[config.mk]
export PLATFORM = sky130hd
export DESIGN_NAME = ad9833_sweep_seq
export DESIGN_NICKNAME = d
export VERILOG_FILES = /design/src/rtl/ad9833_pkg.sv /design/src/rtl/ad9833_dwell_timer.sv /design/src/rtl/ad9833_sweep_seq.sv
export SDC_FILE = /design/constraint.sdc
export NUM_CORES = 1
export LEC_CHECK = 0
export CAP_MARGIN = 20
export CORE_MARGIN = 2
export CORE_UTILIZATION = 50
export CTS_CLUSTER_SIZE = 30
export DETAILED_ROUTE_END_ITERATION = 10
export PLACE_DENSITY_LB_ADDON = 0.3
export SLEW_MARGIN = 20
export SYNTH_ARGS = -nofsm -noshare
export SYNTH_HDL_FRONTEND = slang
export SYNTH_SLANG_ARGS = --single-unit
[constraint.sdc]
create_clock -name clk -period 6.4 [get_ports clk]
set_input_delay 0.64 -clock clk [delete_from_list [all_inputs] [get_ports clk]]
set_output_delay 0.64 -clock clk [all_outputs]
set_load 0.01 [all_outputs]
[src/rtl/ad9833_pkg.sv]
// Shared definitions for the AD9833 sweep sequencer: FSM encoding,
// control-register bit positions and waveform masks.
package ad9833_pkg;

    localparam int FREQ_W_DEF = 28;

    // AD9833 control register bits
    localparam logic [15:0] CTRL_B28     = 16'h2000;
    localparam logic [15:0] CTRL_OPBITEN = 16'h0020;
    localparam logic [15:0] CTRL_DIV2    = 16'h0008;
    localparam logic [15:0] CTRL_MODE    = 16'h0002;

    // Waveform masks OR-ed onto B28
    localparam logic [15:0] WAVE_SINE       = 16'h0000;
    localparam logic [15:0] WAVE_TRIANGLE   = CTRL_MODE;
    localparam logic [15:0] WAVE_SQUARE     = CTRL_OPBITEN | CTRL_DIV2;
    localparam logic [15:0] WAVE_SQUARE_DIV = CTRL_OPBITEN;

    typedef enum logic [2:0] {
        S_IDLE,
        S_ISSUE,
        S_WAIT_CPL,
        S_DWELL,
        S_STEP,
        S_DONE
    } state_t;

    // Map the 2-bit waveform selector onto its control-word mask
    function automatic logic [15:0] wave_mask(input logic [1:0] sel);
        logic [15:0] m;
        case (sel)
            2'd1:    m = WAVE_TRIANGLE;
            2'd2:    m = WAVE_SQUARE;
            2'd3:    m = WAVE_SQUARE_DIV;
            default: m = WAVE_SINE;
        endcase
        return m;
    endfunction

endpackage

[src/rtl/ad9833_dwell_timer.sv]
// Dwell counter: cleared on entry to the dwell phase, counts while enabled,
// and flags expiry on the last dwell clock (or immediately for a zero limit).
module ad9833_dwell_timer #(
    parameter int DWELL_W = 32
) (
    input  logic               clk,
    input  logic               rst,
    input  logic               clear,
    input  logic               en,
    input  logic [DWELL_W-1:0] limit,
    output logic               expired
);

    logic [DWELL_W-1:0] count_reg;

    // Count register: clear has priority over increment
    always_ff @(posedge clk or posedge rst) begin
        if (rst) begin
            count_reg <= '0;
        end else if (clear) begin
            count_reg <= '0;
        end else if (en) begin
            count_reg <= count_reg + DWELL_W'(1);
        end
    end

    // A zero limit expires at once; otherwise on count == limit-1
    assign expired = (limit == '0) || (count_reg == limit - DWELL_W'(1));

endmodule

[src/rtl/ad9833_sweep_seq.sv]
// Linear frequency-sweep sequencer feeding the AD9833 serial interface.
// One go/ack handshake per point, dwell after each completed write, then
// step until the next word would pass stop_freq or overflow the 28-bit word.
module ad9833_sweep_seq
    import ad9833_pkg::*;
#(
    parameter int FREQ_W  = FREQ_W_DEF,
    parameter int DWELL_W = 32
) (
    input  logic               clk,
    input  logic               rst,
    input  logic               start,
    input  logic               abort,
    input  logic [FREQ_W-1:0]  start_freq,
    input  logic [FREQ_W-1:0]  stop_freq,
    input  logic [FREQ_W-1:0]  step_freq,
    input  logic [DWELL_W-1:0] dwell_clks,
    input  logic [1:0]         wave_sel,
    output logic               go,
    output logic [15:0]        control,
    output logic [31:0]        freq,
    input  logic               good_to_reset_go,
    input  logic               send_complete,
    output logic               busy,
    output logic               done,
    output logic               aborted,
    output logic [FREQ_W-1:0]  cur_freq
);

    state_t              state_reg, state_next;
    logic [FREQ_W-1:0]   cur_freq_reg, stop_reg, step_reg;
    logic [DWELL_W-1:0]  dwell_reg;
    logic [15:0]         control_reg;
    logic                aborted_reg, abort_pending_reg;

    logic                load, advance, pend_set, abort_hit;
    logic                timer_clear, timer_en, timer_expired;
    logic [FREQ_W:0]     sum;
    logic                sweep_end;

    // Next point with carry; the carry bit catches wrap past 2^FREQ_W
    assign sum       = {1'b0, cur_freq_reg} + {1'b0, step_reg};
    assign sweep_end = sum[FREQ_W] || (sum[FREQ_W-1:0] > stop_reg) || (step_reg == '0);

    ad9833_dwell_timer #(.DWELL_W(DWELL_W)) u_dwell (
        .clk     (clk),
        .rst     (rst),
        .clear   (timer_clear),
        .en      (timer_en),
        .limit   (dwell_reg),
        .expired (timer_expired)
    );

    // State register
    always_ff @(posedge clk or posedge rst) begin
        if (rst) begin
            state_reg <= S_IDLE;
        end else begin
            state_reg <= state_next;
        end
    end

    // Next-state logic and datapath strobes
    always_comb begin
        state_next  = state_reg;
        load        = 1'b0;
        advance     = 1'b0;
        pend_set    = 1'b0;
        abort_hit   = 1'b0;
        timer_clear = 1'b0;
        timer_en    = 1'b0;
        case (state_reg)
            S_IDLE: begin
                // Start wins over a coincident abort; abort alone is ignored here
                if (start && !good_to_reset_go) begin
                    load       = 1'b1;
                    state_next = S_ISSUE;
                end
            end
            S_ISSUE: begin
                if (abort) pend_set = 1'b1;
                if (good_to_reset_go) state_next = S_WAIT_CPL;
            end
            S_WAIT_CPL: begin
                // The downstream cannot be cancelled, so a pending abort
                // takes effect only once the frame has gone out
                if (abort) pend_set = 1'b1;
                if (send_complete) begin
                    if (abort_pending_reg || abort) begin
                        abort_hit  = 1'b1;
                        state_next = S_DONE;
                    end else begin
                        timer_clear = 1'b1;
                        state_next  = S_DWELL;
                    end
                end
            end
            S_DWELL: begin
                if (abort) begin
                    abort_hit  = 1'b1;
                    state_next = S_DONE;
                end else if (timer_expired) begin
                    state_next = S_STEP;
                end else begin
                    timer_en = 1'b1;
                end
            end
            S_STEP: begin
                if (abort) begin
                    abort_hit  = 1'b1;
                    state_next = S_DONE;
                end else if (sweep_end) begin
                    state_next = S_DONE;
                end else if (!good_to_reset_go) begin
                    advance    = 1'b1;
                    state_next = S_ISSUE;
                end
            end
            S_DONE: begin
                state_next = S_IDLE;
            end
            default: begin
                state_next = S_IDLE;
            end
        endcase
    end

    // Sweep parameters, current word and abort flags
    always_ff @(posedge clk or posedge rst) begin
        if (rst) begin
            cur_freq_reg      <= '0;
            stop_reg          <= '0;
            step_reg          <= '0;
            dwell_reg         <= '0;
            control_reg       <= CTRL_B28;
            aborted_reg       <= 1'b0;
            abort_pending_reg <= 1'b0;
        end else if (load) begin
            cur_freq_reg      <= start_freq;
            stop_reg          <= stop_freq;
            step_reg          <= step_freq;
            dwell_reg         <= dwell_clks;
            control_reg       <= CTRL_B28 | wave_mask(wave_sel);
            aborted_reg       <= 1'b0;
            abort_pending_reg <= 1'b0;
        end else begin
            if (advance)   cur_freq_reg      <= sum[FREQ_W-1:0];
            if (pend_set)  abort_pending_reg <= 1'b1;
            if (abort_hit) aborted_reg       <= 1'b1;
        end
    end

    assign go       = (state_reg == S_ISSUE);
    assign busy     = (state_reg != S_IDLE);
    assign done     = (state_reg == S_DONE);
    assign aborted  = aborted_reg;
    assign control  = control_reg;
    assign cur_freq = cur_freq_reg;
    assign freq     = {{(32 - FREQ_W){1'b0}}, cur_freq_reg};

endmodule

# Word level (Yosys, flattened, before mapping)
# Index checks and enable logic that the tools add are counted.
# totals
ff_bits	168
# classes
mux	36
n_addsub	3
n_lt_le_gt_ge	1
eq_ne	14
reduce_logical	17
# op_table
cell	count
2-to-1 mux 32 bit	2
2-to-1 mux 28 bit	2
adder 32 x 1 -> 32 bit, second input constant	1
equality test 32 bit	1
zero test 32 bit	1
subtractor 32 x 1 -> 32 bit, second input constant	1
adder 28 x 28 -> 29 bit	1
> comparator 28 bit	1
zero test 28 bit	1
2-to-1 mux 3 bit	9
2-to-1 mux 1 bit	20
case mux 6 bit (3 select lines)	1
case mux 3 bit (5 select lines)	1
nonzero test 2 bit	4
equality test 3 x 2 -> 1 bit, second input constant	2
equality test 3 bit, second input constant	2
AND reduction 5 bit	1
equality test 2 bit, second input constant	2
logical OR 1 bit	4
inequality test 2 bit, second input constant	2
inequality test 4 bit, second input constant	1
OR reduction 2 bit	2
equality test 3 x 1 -> 1 bit, second input constant	1
zero test 3 bit	1
7 further kinds	7

# Logic depth before layout (Yosys ltp)
# Gate-level depths: netlist of the first run.
# logic_depth
depth_word	9
mapped_depth	21

# By module
# A second synthesis of the first run with hierarchy kept.
# unflattened
cells_unflattened	1244
hier_area_um2	10353.7
# by_module_without_submodules
mod	n_inst	cells_each	area_each_um2	seq_area_each_um2
ad9833_sweep_seq	1	894	7519.7	3103.0
ad9833_dwell_timer	1	350	2834.0	800.8

# Worst setup path before layout of the first run
# Ideal clock, no wire load.
# synth_path
path_type	flip-flop to flip-flop
from	register cur_freq_reg[8], in the netlist cur_freq[8]
to	register cur_freq_reg[26], in the netlist cur_freq[26]
path_buffers	1
setup_ns	0.126
stages_incl_launch_ff	20
arrival_time_ns	4.551
synth_period_minus_slack_ns	4.677
slack_ns	1.723
cell_sequence	dfrtp_1 > ha_1 > nand3_1 > nor2_1 > nand2_1 > o31a_1 > o211a_1 > or3_1 > a21oi_1 > xor2_1 > ha_1 > and3_1 > a221o_1 > a221oi_1 > o22ai_1 > a211oi_1 > nand4_1 > clkbuf_1 > and3_1 > a221o_1
# synth_between
elab_chain_len	8
word_cells_on_any_way	10
classes_between	add/sub (1); order compare (1); mux (5); reduce/logical (3)
# synth_lines
item	line_no	source
from (decl)	ad9833_sweep_seq.sv:31	logic [FREQ_W-1:0] cur_freq_reg, stop_reg, step_reg;
from (signal assigned)	ad9833_sweep_seq.sv:139	cur_freq_reg <= start_freq;
from (signal assigned)	ad9833_sweep_seq.sv:147	if (advance) cur_freq_reg <= sum[FREQ_W-1:0];
adder 28 x 28 -> 29 bit *	ad9833_sweep_seq.sv:42	assign sum = {1'b0, cur_freq_reg} + {1'b0, step_reg};
> comparator 28 bit	ad9833_sweep_seq.sv:43	assign sweep_end = sum[FREQ_W] || (sum[FREQ_W-1:0] > stop_reg) || (step_reg == '0);
logical OR 1 bit (2 in a row)	ad9833_sweep_seq.sv:43	
2-to-1 mux 1 bit	ad9833_sweep_seq.sv:112	end else if (sweep_end) begin
2-to-1 mux 1 bit	ad9833_sweep_seq.sv:109	if (abort) begin
2-to-1 mux 1 bit	ad9833_sweep_seq.sv:72	case (state_reg)
nonzero test 2 bit (no source line)	-	
# Every way passes the cells marked *; elsewhere a longest branch is shown, timed or not. The select of a mux whose other input is x is not followed.
# A chain may end at the register's enable or synchronous reset.

# Worst setup path after layout of the first run
# layout_path
from	register cur_freq_reg[8], in the netlist cur_freq[8]
to	register cur_freq_reg[9], in the netlist cur_freq[9]
# The elaborated chain is that of the path after synthesis.

==> results of run 1 <==
-- layout make-up --
class / instances / share of cell area, %
timing repair buffer: 193 / 15.1
multi-input combinational: 928 / 45.2
clock buffer: 18 / 3.46
sequential: 156 / 30.8
tap: 270 / 2.66
inverter: 49 / 1.49
clock inverter: 14 / 1.25
-- power breakdown --
part / switching [µW] / internal, µW / leakage [µW]
Combinational: 2250 / 1850 / 0.00369
Clock: 454 / 594 / 0.000288
Sequential: 452 / 1360 / 0.00195
Total: 3160 / 3810 / 0.00593
-- worst paths after layout --
path / endpoint / slack (ns) / cells past startpoint
worst max-delay path: cur_freq[9]$_DFFE_PP0P_ / 0.93 / 19
worst min-delay path: control[1]$_DFFE_PP0P_ / 0.48 / 2
worst max register to register: cur_freq[9]$_DFFE_PP0P_ / 0.93 / 19
worst min register to register: control[1]$_DFFE_PP0P_ / 0.48 / 2
max in group asynchronous: cur_freq[6]$_DFFE_PP0P_ / 4.34 / 3
min in group asynchronous: state_reg[1]$_DFFE_PP0P_ / 0.74 / 2
-- cell usage in the layout, fill, tap and decap left out, drive strengths merged, types with 28 or more instances in the layout --
cell type,instances
nor2,68
nand3,34
inv,55
nand4,28
xnor2,38
nand2,264
ha,59
dfrtp,156
o21ai,51
clkdlybuf4s50,186
a21o,28
mux2i,28
a21oi,36
-- worst max-delay path, delay by kind of cell (launching register included) --
family | cells | cell delay, ns
adder cells (fa/ha/maj) | 2 | 0.69
XOR/XNOR | 1 | 0.28
flip-flops | 1 | 0.42
AO/OA/AOI/OAI | 9 | 2.24
AND/OR/NAND/NOR | 7 | 1.75
-- per-layer routing --
layer / wire length (µm) / part of all wire, %
met3: 1990 / 6.9
met5: 0 / 0
met1: 12000 / 42
met4: 746 / 2.6
met2: 14000 / 49
-- cells by family (layout without fill, tap and decap cells) --
family                     Yosys count  count (layout)  share of synthesized area, %
AOI/OAI and AO/OA                  225             225                          14.7
xor gates and xnor gates            62              62                          5.40
adders and majority gates           60              60                          7.36
buffers and inverters              148             274                          7.07
DFF                                156             156                          37.9
muxes                               28              28                          2.72
other                                2              17                        0.0729
and+or+nand+nor                    536             536                          24.8
-- stage by stage --
stage | utilization [%] | setup WS [ns] | hold WS, ns
after global routing | 62.7 | 0.527 | 0.518
final | 62.7 | 0.932 | 0.476
after detailed placement | 59.7 | 1.04 | 0.465
after floorplan | - | 1.55 | 0.452
after CTS | 62.7 | 0.996 | 0.479
after global placement | 59.7 | 1.15 | 0.455
==> summary.txt, run 1 <==
Power
  • Leakage power: 0.00593 µW
  • Power per Cell Area: 549 nW/µm²
  • Total power: 6960 µW
  • Maximum VDD drop: 310 µV

CTS
  • H-tree depth: 4
  • Clock buffer depth: 2
  • Sink Count: 156
  • Clk pin slew, worst setup/hold paths: 0.07 ns
  • Resized cells post-CTS: 0
  • CTS tree: yes
  • Postcts setup bufs: 0
  • Post-cts hold buffer count: 0
  • Root buffer cell: clkbuf_16
  • Num CTS Buffers: 17
  • Clk_lat worst skew: 0.44 ns

Final layout
  • Storage cell area: 3900 µm²
  • Layout cells sized above 1: 3.83%
  • # nets final: 1,529
  • Multi-input gate area: 5730 µm²
  • Fin cells: 1,628
  • Final Cell Area: 12,700 µm²
  • Layout area overhead: 23.1%
  • Antenna Cells: 0
  • Fillers: 1,692

Drt
  • Residual DRC: 0
  • Remaining antenna violation count: 0
  • DRT iter0 DRCs: 612
  • Routed WL: 28.7 mm
  • Via Count: 9,127
  • Drt first pass iters: 5
  • DR WL/cell: 17.6 µm
  • DR vias/cell: 5.61

Worst setup path
  • Slowest cell on the critical path: nand2_1
  • FF-to-FF Start: cur_freq[8]$_DFFE_PP0P_
  • Worst EP arrival: 5.84 ns
  • Crit Path Class: reg -> reg
  • Startpoint types: flip-flop
  • Crit-path max cell delay: 0.66 ns
  • WP data required: 6.78 ns
  • Critical-path cell list: ha_1 -> nand3_1 -> nor2_1 -> nand2_1 -> o31a_1 -> o211a_1 -> or3_1 -> nand2b_1 -> xor2_1 -> ha_1 -> a21o_1 -> a221o_1 -> a221oi_1 -> o22ai_1 -> a211oi_1 -> nand4_1 -> nand2_1 -> o22a_1 -> o21a_1
  • Worst Path Max Fanout: 22
  • CP Launch Point: cur_freq[8]$_DFFE_PP0P_
  • Crit. End Element: flip-flop

Synth
  • Synth top area share: 37.9%
  • Post-synthesis average cell area: 8.47 µm²
  • Synth Instances: 1,217
  • Synth Warn #: 0
  • Number of synthesized flops with an enable pin: 0
  • Sequential area share after synthesis: 37.9%
  • Cell taking the most area after synthesis: dfrtp_1
  • Top post-synthesis cells by count: nand2_1, dfrtp_1, nor2_1
  • Synthesized flop and latch total: 156
  • Most frequent cell after synthesis: nand2_1
  • Primary FF master, synth: dfrtp_1
  • Total standard cell area after synthesis: 10,300 µm²
  • Post-synth ARST share: 100%
  • Top cells by area, synth: dfrtp_1, nand2_1, ha_1
  • Synth cell types: 69

GRT
  • Met3 usage: 7.31%
  • GRT Total Usage: 26.5%
  • First-pass GRT wire length: 45.9 mm
  • Routing usage on met1: 33.4%
  • Initial antenna violation count: 0
  • Maximum number of pins on one net before global-route repair: 93
  • Vias in the first global route: 8,879
  • Met2 usage: 44.3%
  • GR peak layer: met2
  • Total grt overflow: 0

STA
  • Count of final max-slew check failures: 0
  • Skew final: 0.0129 ns
  • Final Hold Fails: 0
  • F_max: 183 MHz
  • Shortest period the worst path allows: 5.47 ns
  • Final setup violation count: 0
  • Fin Setup TNS: 0 ns
  • Fin crit share: 85.4%
  • RSZ-0062 raised after global routing: false
  • Measured slew at the worst slew-check pin: 0.865 ns
  • Slew HR: 42.3%

Hold path
  • Min-delay src: control[1]$_DFFE_PP0P_
  • Min-Delay Path Class: reg -> reg

Placement
  • GP Congestion: 0.890
  • DP Wirelength: 20.9 mm
  • Placed instance count: 1,596
  • Placed cell areas: 12,100 µm²
  • PortBufs: 186

Floorplanning
  • Die outline height: 148 µm
  • Ports: 204
  • Initial Util: 50.9%
  • Die X: 148 µm
  • Core ar.: 20,200 µm²
  • Die area: 21,800 µm²
  • Row count: 52

Flow run
  • Max-cap violations: 0

Run status
  • Status: finished, final reports clean
(Power assumes the default switching activity.)
==> run 2, diff against run 1 <==
clock period = 6.76 ns   (was 6.4 ns; I/O delays follow)
==> run 2 against run 1 <==
Effect of this change:
- wire length is 0.23% lower
- worst hold slack lost 0.013 ns
- critical endpoint unchanged
- largest cell class unchanged
- clock skew fell by 0.0012 ns
==> summary.txt, run 2 (same netlist as run 1, synthesis figures left out) <==
Worst setup path
  • Worst EP arrival: 6.02 ns (+0.18 ns)
  • Crit-path max cell delay: 0.65 ns (about the same)
  • Crit. End Element: flip-flop
  • Slowest cell on the critical path: nand2_1
  • Worst Path Max Fanout: 22 (unchanged)
  • WP data required: 7.13 ns (+0.35 ns)
  • Crit Path Class: reg -> reg
  • Startpoint types: flip-flop
  • R2R depth: 19 (unchanged)
  • Critical-path cell list: ha_1 -> nand3_1 -> nor2_1 -> nand2_1 -> o31a_1 -> o211a_1 -> or3_1 -> a21oi_1 -> xor2_1 -> ha_1 -> and3_1 -> a221o_1 -> a221oi_1 -> o22ai_1 -> a211oi_1 -> nand4_1 -> nand2_1 -> o22a_1 -> o21a_1

Floorplanning
  • Row count: 52 (unchanged)
  • Core ar.: 20,200 µm² (unchanged)
  • Ports: 204 (unchanged)
  • Die outline height: 148 µm (unchanged)
  • Initial Util: 50.9% (unchanged)
  • Die area: 21,800 µm² (unchanged)
  • Die X: 148 µm (unchanged)

STA
  • Final Hold Fails: 0 (unchanged)
  • Skew final: 0.0117 ns (-0.00121 ns)
  • Slew HR: 31.2% (-11 points)
  • Count of final max-slew check failures: 0 (unchanged)
  • Final setup violation count: 0 (unchanged)
  • Shortest period the worst path allows: 5.65 ns (+0.179 ns)
  • Measured slew at the worst slew-check pin: 1.03 ns (+0.168 ns)
  • RSZ-0062 raised after global routing: false
  • Fin crit share: 83.5% (-1.9 points)
  • Fin Setup TNS: 0 ns (unchanged)
  • F_max: 177 MHz (-3.2%)
  • Final worst slack: 1.11 ns (+0.181 ns)

Placement
  • GP Congestion: 0.922 (+3.6%)
  • Dpl ws: 1.33 ns (+0.284 ns)
  • DP Wirelength: 20.9 mm (about the same)
  • Placed instance count: 1,595 (-0.063%)
  • PortBufs: 186 (unchanged)

Drt
  • Residual DRC: 0 (unchanged)
  • Routed WL: 28.6 mm (-0.23%)
  • DR vias/cell: 5.69 (+1.5%)
  • Remaining antenna violation count: 0 (unchanged)
  • DRT iter0 DRCs: 553 (-9.6%)
  • DR WL/cell: 17.6 µm (-0.17%)
  • Via Count: 9,257 (+1.4%)
  • Drt first pass iters: 5 (unchanged)

CTS
  • Clock buffer depth: 2 (unchanged)
  • Clk_lat worst skew: 0.44 ns (about the same)
  • Postcts setup bufs: 0 (unchanged)
  • CTS tree: yes
  • Sink Count: 156 (unchanged)
  • Post-cts hold buffer count: 0 (unchanged)
  • Resized cells post-CTS: 0 (unchanged)
  • Num CTS Buffers: 17 (unchanged)
  • H-tree depth: 4 (unchanged)
  • Clk pin slew, worst setup/hold paths: 0.07 ns (about the same)
  • Root buffer cell: clkbuf_16

GRT
  • Maximum number of pins on one net before global-route repair: 115 (+24%)
  • GRT Total Usage: 26.7% (+0.15 points)
  • Total grt overflow: 0 (unchanged)
  • GR peak layer: met2
  • Met3 usage: 5.80% (-1.5 points)
  • Met2 usage: 45.0% (+0.70 points)
  • Routing usage on met1: 34.5% (+1.1 points)
  • First-pass GRT wire length: 46.6 mm (+1.4%)
  • Vias in the first global route: 9,023 (+1.6%)
  • Initial antenna violation count: 0 (unchanged)

Flow run
  • Max-cap violations: 0 (unchanged)

Final layout
  • Layout area overhead: 23.1% (about the same)
  • Fin util: 62.7% (about the same)
  • # nets final: 1,528 (-0.065%)
  • Fin cells: 1,627 (-0.061%)
  • Highest-count cells in the layout ignoring fill and taps: nand2_1, clkdlybuf4s50_1, dfrtp_1
  • Layout cells sized above 1: 3.76% (-0.071 points)
  • Antenna Cells: 0 (unchanged)
  • Commonest non-fill, non-tap cell in the layout: nand2_1

Hold path
  • Hold Path Stages: 2 (unchanged)
  • Min-Delay Path Class: reg -> reg

Run status
  • Status: finished, final reports clean

Power
  • Total power: 6630 µW (-4.8%)
  • Power per Cell Area: 522 nW/µm² (-4.9%)
  • Maximum VDD drop: 269 µV (-13%)
  • Leakage power: 0.00593 µW (about the same)
run 2: metal layers:
metal | wire [µm] | up-vias
met5 | 0 | -
li1 | - | 4458
met1 | 12300 | 4459
met4 | 655 | 0
met2 | 14000 | 292
met3 | 1660 | 48
run 2: worst max-delay path: cells and delay by family, from the launching register on:
family                   cells  cell delay, ns
AO/OA/AOI/OAI                9            2.40
XOR/XNOR                     1            0.25
adder cells (fa/ha/maj)      2            0.68
flip-flops                   1            0.42
AND/OR/NAND/NOR              7            1.81
run 2: power breakdown:
| part | internal, µW | total (µW) | switching (µW) |
|---|---|---|---|
| registers | 1290 | 1720 | 429 |
| logic | 1760 | 3900 | 2140 |
| clock network | 569 | 1010 | 438 |
| total | 3620 | 6630 | 3010 |
run 2: path summary, 6_finish.rpt:
| path | start | to | slack, ns |
|---|---|---|---|
| worst max-delay path | cur_freq[8]$_DFFE_PP0P_ | cur_freq[9]$_DFFE_PP0P_ | 1.11 |
| worst min-delay path | control[3]$_DFFE_PP0P_ | control[3]$_DFFE_PP0P_ | 0.46 |
| worst max register to register | cur_freq[8]$_DFFE_PP0P_ | cur_freq[9]$_DFFE_PP0P_ | 1.11 |
| worst min register to register | control[3]$_DFFE_PP0P_ | control[3]$_DFFE_PP0P_ | 0.46 |
| max in group asynchronous | rst | u_dwell.count_reg[0]$_DFFE_PP0P_ | 4.76 |
| min in group asynchronous | rst | control[1]$_DFFE_PP0P_ | 0.73 |
run 2: metrics by stage:
stage / hold WS, ns / area, µm²
after global placement: 0.456 / 12100
after detailed placement: 0.457 / 12100
final: 0.463 / 12700
after global routing: 0.497 / 12700
after CTS: 0.471 / 12700
after floorplan: 0.452 / 10400
run 2: cell type report:
cell class	count	area, µm²
Tap cell	270	338
Inverter	49	189
Multi-Input combinational cell	928	5730
Timing Repair Buffer	192	1910
Fill cell	1778	7550
Clock buffer	18	439
Sequential cell	156	3900
Clock inverter	14	170
